[src/rtl/sid_clock_reset_gen.sv]
// Clock-enable and reset generator for the SID core: qualifies PLL lock, derives
// the phi2 tick from a phase accumulator and holds the core in reset for a few ticks.
module sid_clock_reset_gen #(
  parameter int unsigned ACC_WIDTH   = 24,
  parameter int unsigned INCREMENT   = 328949,
  parameter int unsigned LOCK_WAIT   = 65536,
  parameter int unsigned RESET_TICKS = 16
) (
  input  logic clock,
  input  logic reset,
  input  logic locked,
  output logic sid_tick,
  output logic sid_reset,
  output logic ready,
  output logic lock_lost
);

  localparam int unsigned SW = $clog2(LOCK_WAIT) + 1;
  localparam int unsigned TW = $clog2(RESET_TICKS) + 1;
  localparam logic [SW-1:0]      SETTLE_LAST = SW'(LOCK_WAIT - 1);
  localparam logic [TW-1:0]      TICK_LAST   = TW'(RESET_TICKS - 1);
  localparam logic [ACC_WIDTH:0] STEP        = (ACC_WIDTH+1)'(INCREMENT);

  typedef enum logic [1:0] {
    WAIT_LOCK,
    SETTLE,
    HOLD,
    RUN
  } state_t;

  state_t               state, state_n;
  logic                 lock_m, lock_s;
  logic [SW-1:0]        settle_cnt, settle_n;
  logic [TW-1:0]        tick_cnt, tick_cnt_n;
  logic [ACC_WIDTH-1:0] acc, acc_n;
  logic [ACC_WIDTH:0]   sum;
  logic                 tick_n, sid_reset_n, ready_n, lock_lost_n;

  // Carry out of the accumulator is the tick; wrap-around is intended.
  assign sum = {1'b0, acc} + STEP;

  always_ff @(posedge clock) begin
    if (reset) begin
      lock_m     <= 1'b0;
      lock_s     <= 1'b0;
      state      <= WAIT_LOCK;
      settle_cnt <= '0;
      tick_cnt   <= '0;
      acc        <= '0;
      sid_tick   <= 1'b0;
      sid_reset  <= 1'b1;
      ready      <= 1'b0;
      lock_lost  <= 1'b0;
    end else begin
      lock_m     <= locked;
      lock_s     <= lock_m;
      state      <= state_n;
      settle_cnt <= settle_n;
      tick_cnt   <= tick_cnt_n;
      acc        <= acc_n;
      sid_tick   <= tick_n;
      sid_reset  <= sid_reset_n;
      ready      <= ready_n;
      lock_lost  <= lock_lost_n;
    end
  end

  always_comb begin
    state_n     = state;
    settle_n    = settle_cnt;
    tick_cnt_n  = tick_cnt;
    acc_n       = acc;
    tick_n      = 1'b0;
    sid_reset_n = 1'b1;
    ready_n     = 1'b0;
    lock_lost_n = lock_lost;
    case (state)
      WAIT_LOCK: begin
        settle_n   = '0;
        tick_cnt_n = '0;
        acc_n      = '0;
        if (lock_s) state_n = SETTLE;
      end
      SETTLE: begin
        if (!lock_s) begin
          state_n  = WAIT_LOCK;
          settle_n = '0;
        end else if (settle_cnt == SETTLE_LAST) begin
          state_n    = HOLD;
          settle_n   = '0;
          tick_cnt_n = '0;
          acc_n      = '0;
        end else begin
          settle_n = settle_cnt + 1'b1;
        end
      end
      HOLD, RUN: begin
        // Lock loss wins over any tick or count completion in the same cycle.
        if (!lock_s) begin
          state_n    = WAIT_LOCK;
          settle_n   = '0;
          tick_cnt_n = '0;
          acc_n      = '0;
          if (state == RUN) lock_lost_n = 1'b1;
        end else begin
          acc_n  = sum[ACC_WIDTH-1:0];
          tick_n = sum[ACC_WIDTH];
          if (state == RUN) begin
            sid_reset_n = 1'b0;
            ready_n     = 1'b1;
          end else if (sum[ACC_WIDTH]) begin
            if (tick_cnt == TICK_LAST) begin
              state_n     = RUN;
              sid_reset_n = 1'b0;
              ready_n     = 1'b1;
            end else begin
              tick_cnt_n = tick_cnt + 1'b1;
            end
          end
        end
      end
      default: state_n = WAIT_LOCK;
    endcase
  end

endmodule
[config.mk]
export PLATFORM = sky130hd
export DESIGN_NAME = sid_clock_reset_gen
export DESIGN_NICKNAME = d
export VERILOG_FILES = /design/src/rtl/sid_clock_reset_gen.sv
export SDC_FILE = /design/constraint.sdc
export NUM_CORES = 1
export LEC_CHECK = 0
export BUFFER_PORTS_ARGS = -buffer_cell sky130_fd_sc_hd__buf_4
export CORE_AREA = 2 2 76 60
export CTS_CLUSTER_SIZE = 16
export DETAILED_ROUTE_END_ITERATION = 12
export DIE_AREA = 0 0 78 62
export PLACE_DENSITY = 0.8
export SLEW_MARGIN = 25
export SYNTH_ARGS = -nofsm -noshare
export SYNTH_HDL_FRONTEND = slang
export SYNTH_SLANG_ARGS = --single-unit
export TNS_END_PERCENT = 50
[constraint.sdc]
create_clock -name clock -period 4.5 [get_ports clock]
set_input_delay 0.9 -clock clock [delete_from_list [all_inputs] [get_ports clock]]
set_output_delay 0.9 -clock clock [all_outputs]
set_load 0.05 [all_outputs]
# Yosys cells after proc, flatten, opt, wreduce, memory -nomap -nowiden
# Index checks and enable logic that the tools add are counted.
[word_totals]
input_bits = 3
register_bits = 54
[classes]
n_eq_ne = 14
bitwise = 2
n_reduce_logical = 7
mux = 29
n_addsub = 3
[op_table]
columns = ["op", "count"]
rows = [
  ["two-way mux 24 bit", 3],
  ["one-hot mux 24 bit (3 select lines)", 1],
  ["two-way mux 17 bit", 3],
  ["one-hot mux 17 bit (3 select lines)", 1],
  ["two-way mux 5 bit", 6],
  ["adder 24 x 19 -> 25 bit (second input constant)", 1],
  ["adder 17 x 1 -> 17 bit (second input constant)", 1],
  ["== test 17 x 16 -> 1 bit (second input constant)", 1],
  ["inequality test 3 bit (second input constant)", 5],
  ["one-hot mux 5 bit (3 select lines)", 1],
  ["two-way mux 2 bit", 7],
  ["AND reduction 5 bit", 2],
  ["inequality test 2 bit (second input constant)", 4],
  ["two-way mux 1 bit", 6],
  ["one-hot mux 2 bit (3 select lines)", 1],
  ["adder 5 x 1 -> 5 bit (second input constant)", 1],
  ["== test 5 x 4 -> 1 bit (second input constant)", 1],
  ["== test 2 bit (second input constant)", 2],
  ["AND reduction 3 bit", 1],
  ["OR reduction 3 bit", 1],
  ["== test 2 x 1 -> 1 bit (second input constant)", 1],
  ["zero test 2 bit", 1],
  ["inverter 1 bit", 2],
  ["AND reduction 2 bit", 1],
  ["OR reduction 2 bit", 1],
]

# Longest topological paths before layout
[depth]
word_depth = 6
ltp_mapped = 8

# Worst setup path before layout
# OpenSTA, ideal clock, no wires.
[synth_path]
kind = "register to register"
from = "reg tick_cnt[0]"
to = "reg tick_cnt[2]"
arrival_ps = 2208
stages_incl_launch_ff = 8
slack_ps = 2172
path_cell_list = "dfxtp_1 -> ha_1 -> and3_1 -> ha_1 -> or2_2 -> a2111oi_2 -> a21oi_1 -> a211o_1"
[synth_via]
elab_chain_len = 6
elab_cells_between_ends = 9
classes_between = "1 x add/sub; 2 x eq/ne; 5 x mux; 1 x reduce/logical"
[synth_lines]
columns = ["element", "line", "text"]
rows = [
  ["start: declaration", "34", "logic [TW-1:0] tick_cnt, tick_cnt_n;"],
  ["start signal: assignment", "59", "tick_cnt <= tick_cnt_n;"],
  ["adder 5 x 1 -> 5 bit", "117", "tick_cnt_n = tick_cnt + 1'b1;"],
  ["two-way mux 5 bit", "112", "if (tick_cnt == TICK_LAST) begin"],
  ["two-way mux 5 bit", "111", "end else if (sum[ACC_WIDTH]) begin"],
  ["two-way mux 5 bit", "108", "if (state == RUN) begin"],
  ["two-way mux 5 bit", "99", "if (!lock_s) begin"],
  ["one-hot mux 5 bit (3 select lines)", "77", "case (state)"],
]
# Parallel ways exist; a longest one is shown, timed or not. The select of a mux whose other input is x is not followed.
# A chain may end at the register's enable or synchronous reset.

# Worst setup path after layout
# Ends and elaborated chain as after synthesis.

==> impl_metrics.ini <==
[status]
status = finished clean

[logic_synthesis]
netlist_instances = 304
ys_types = 45
synth_top_family_by_area = simple AND/OR/NAND/NOR gates
yosys.area_share.xor_xnor_pct = 4.802
synth_seq_cells = 54
synthArstFlopShare_pct = 0
synth-edff-count = 0
muxShareOfSynthArea_pct = 0.8329
synth_area_mm2 = 0.002554
synth_ff_type = dfxtp_1
synth.avg_cell_area_um2 = 8.400
synth_fa_ha_area_share_pct = 1.960
synth_compound_area_share_pct = 19.84
syn_nets = 311
ys_seq_area_share_pct = 42.33
yosysWarnings = 0
synth_simple_gate_area_share_pct = 26.41

[worst_setup_path]
critPathMaxFanout = 10
startpoint_type = register
cp-end-kind = register
critPathArrivalTime_ps = 2800
cp.required_ps = 4710
critPathKind = register to register
critPathLaunch = tick_cnt[0]
r2r_start = tick_cnt[0]

[grt]
grtUsageTotal_pct = 22.11
grt_pass1_wl_um = 8369
grt_max_degree = 43
overflow = 0
first_global_vias = 1908
antenna_found_initial = 0

[layout]
multi_input_area_mm2 = 0.001375
finalNetCount = 313
areaGrowthSynthToFinish_pct = 6.516
layout_common_cells = 54 x dfxtp_1, 32 x nor2_1, 30 x a21oi_1
final_area_mm2 = 0.002720
register_area_mm2 = 0.001081
final_common_cell = dfxtp_1
final_layout_size_suffix_gt1_share_pct = 7.818
antenna_cells = 0
fillers = 336
finalNonFillerCells = 364

[power]
power_w = 0.0007799
p_comb_share_pct = 2.4
internal-power_w = 0.0006114
power_frac_clock_pct = 35.7
power_leakage_nw = 0.9314
peakVddDrop_uv = 186.6
seqPwrFrac_pct = 61.9
switching_share_pct = 21.61
p_sw_w = 0.0001685
power.density_mw_per_mm2 = 286.7

[sta]
rsz0062_at_grt = false
setup_viol = 0
hold_viol = 0
drv_slew = 0
worst_pin_slew_ps = 889.4
max_freq_mhz = 386.4
fin_crit_sh_pct = 57.51
maxSlewHeadroom_pct = 40.35
fin_crit_ps = 2588
setup-tns-final_ps = 0
skew_ps = 5.016

[detailed_routing]
viasPerCell = 5.898
drt_iter0_markers = 153
first_pass_iters = 4
routed_wirelength_um = 4950
via_count = 2147
drcViolationCount = 0
wire_per_inst_um = 13.60
final_antenna_net_count = 0

[clocking]
clock_sinks = 54
cts_buffers = 5
cts_buffer_depth = 2
clockRootBuffer = clkbuf_8
hold_buffers = 0
post_cts_buffers = 0
cts_resized = 0
clkLatencyLatePin_ps = 310
htreeDepth = 2
cts_tree = yes
path_clk_slew_ps = 90

[floorplan]
die_x_um = 78
design.die.area_mm2 = 0.004836
die_h_um = 62
core_area_mm2 = 0.004204
num_io_pins = 7
start_util_pct = 60.74
rows = 21

[place]
dp_hpwl_um = 3475
port_buffers = 6
dp.cells = 356
finalWeightedCongestion = 0.7598
dpl-instance-area_mm2 = 0.002629

[hold_path]
hold_path_class = register to register
hp-start = lock_m

[job]
maxCapViolations = 0
-- through the flow --
| step | worst slack, ps | hold slack [ps] | utilization [%] |
|---|---|---|---|
| floorplan | 2172 | 406.8 | - |
| global placement | 2013 | 422.9 | 62.53 |
| detailed placement | 1933 | 433.3 | 62.53 |
| CTS | 1924 | 455.4 | 64.70 |
| global route | 1694 | 467.1 | 64.70 |
| finish | 1912 | 455.4 | 64.70 |
-- cells in the mapped netlist, drive strengths merged, types with 2 or more instances --
| cell | count | share of area (%) |
|---|---|---|
| or2 | 4 | 0.98 |
| o31ai | 10 | 2.9 |
| xnor2 | 7 | 2.4 |
| and3 | 3 | 0.74 |
| nor3 | 9 | 1.8 |
| nand2 | 22 | 3.2 |
| o21ai | 15 | 2.9 |
| nand4 | 10 | 2.7 |
| xor2 | 7 | 2.4 |
| clkbuf | 12 | 1.8 |
| or4 | 10 | 2.9 |
| ha | 4 | 2.0 |
| nor2b | 5 | 1.2 |
| nor4 | 4 | 1.6 |
| and4 | 2 | 0.69 |
| a21oi | 31 | 6.2 |
| dfxtp | 54 | 42 |
| a31oi | 3 | 0.74 |
| a2111oi | 2 | 0.93 |
| a21o | 5 | 1.5 |
| or3 | 11 | 2.7 |
| a211oi | 4 | 1.2 |
| inv | 11 | 1.6 |
| nand3 | 10 | 2.0 |
| nor2 | 32 | 4.7 |
| a22o | 2 | 0.69 |
-- final cells by class --
| cell class | instances | area share, % |
|---|---|---|
| clock buffer | 7 | 3.174 |
| timing repair buffer | 8 | 2.208 |
| inverter | 11 | 1.518 |
| multi-input combinational | 226 | 50.55 |
| sequential | 54 | 39.74 |
| clock inverter | 1 | 0.1840 |
| tap | 57 | 2.622 |
-- cell families (layout without fill, tap and decap cells) --
kind of cell             count (synthesis)  after routing
flip-flops                              54             54
adder cells (fa/ha/maj)                  4              4
AND/OR/NAND/NOR                        126            126
buffers and inverters                   24             27
AO/OA/AOI/OAI                           80             80
XOR/XNOR                                14             14
multiplexers                             2              2
-- state kept, by name, summed over array words and instances, names as in the netlist --
register	flops
sid_reset	1
ready	1
lock_s	1
lock_lost	1
lock_m	1
sid_tick	1
acc	24
settle_cnt	17
tick_cnt	5
state	2
-- worst max-delay path: stages (launching register included) --
cell,delay [ps]
dfxtp_1,350
ha_1,230
and3_1,190
ha_1,190
or2_2,280
a2111oi_2,810
a21oi_1,150
a211o_1,280
-- power groups by stage --
| stage | clock network (W) | registers, W | logic (W) |
|---|---|---|---|
| after global placement | 0 | 0.000494 | 0.0000179 |
| final | 0.000279 | 0.000483 | 0.0000186 |
| after CTS | 0.000284 | 0.000483 | 0.0000183 |
| after floorplan | 0 | 0.000492 | 0.0000153 |
| after detailed placement | 0 | 0.000494 | 0.0000182 |
| after global routing | 0.000302 | 0.000483 | 0.0000207 |
-- path summary, 6_finish.rpt --
check	endpoint	slack [ps]	cells after the start
max	tick_cnt[2]	1910	7
min	lock_s	460	1
max reg2reg	tick_cnt[2]	1910	7
min reg2reg	lock_s	460	1
-- metal layers --
| metal | routed length (um) | vias up | share of wire, % | track usage, % |
|---|---|---|---|---|
| met2 | 2241 | 40 | 45 | 35.96 |
| li1 | - | 1116 | - | - |
| met4 | 48 | 0 | 0.97 | 8.271 |
| met5 | 0 | - | 0 | 0 |
| met3 | 193 | 5 | 3.9 | 6.069 |
| met1 | 2466 | 986 | 50 | 28.94 |
No activity file was read; power rests on OpenSTA's default activity.
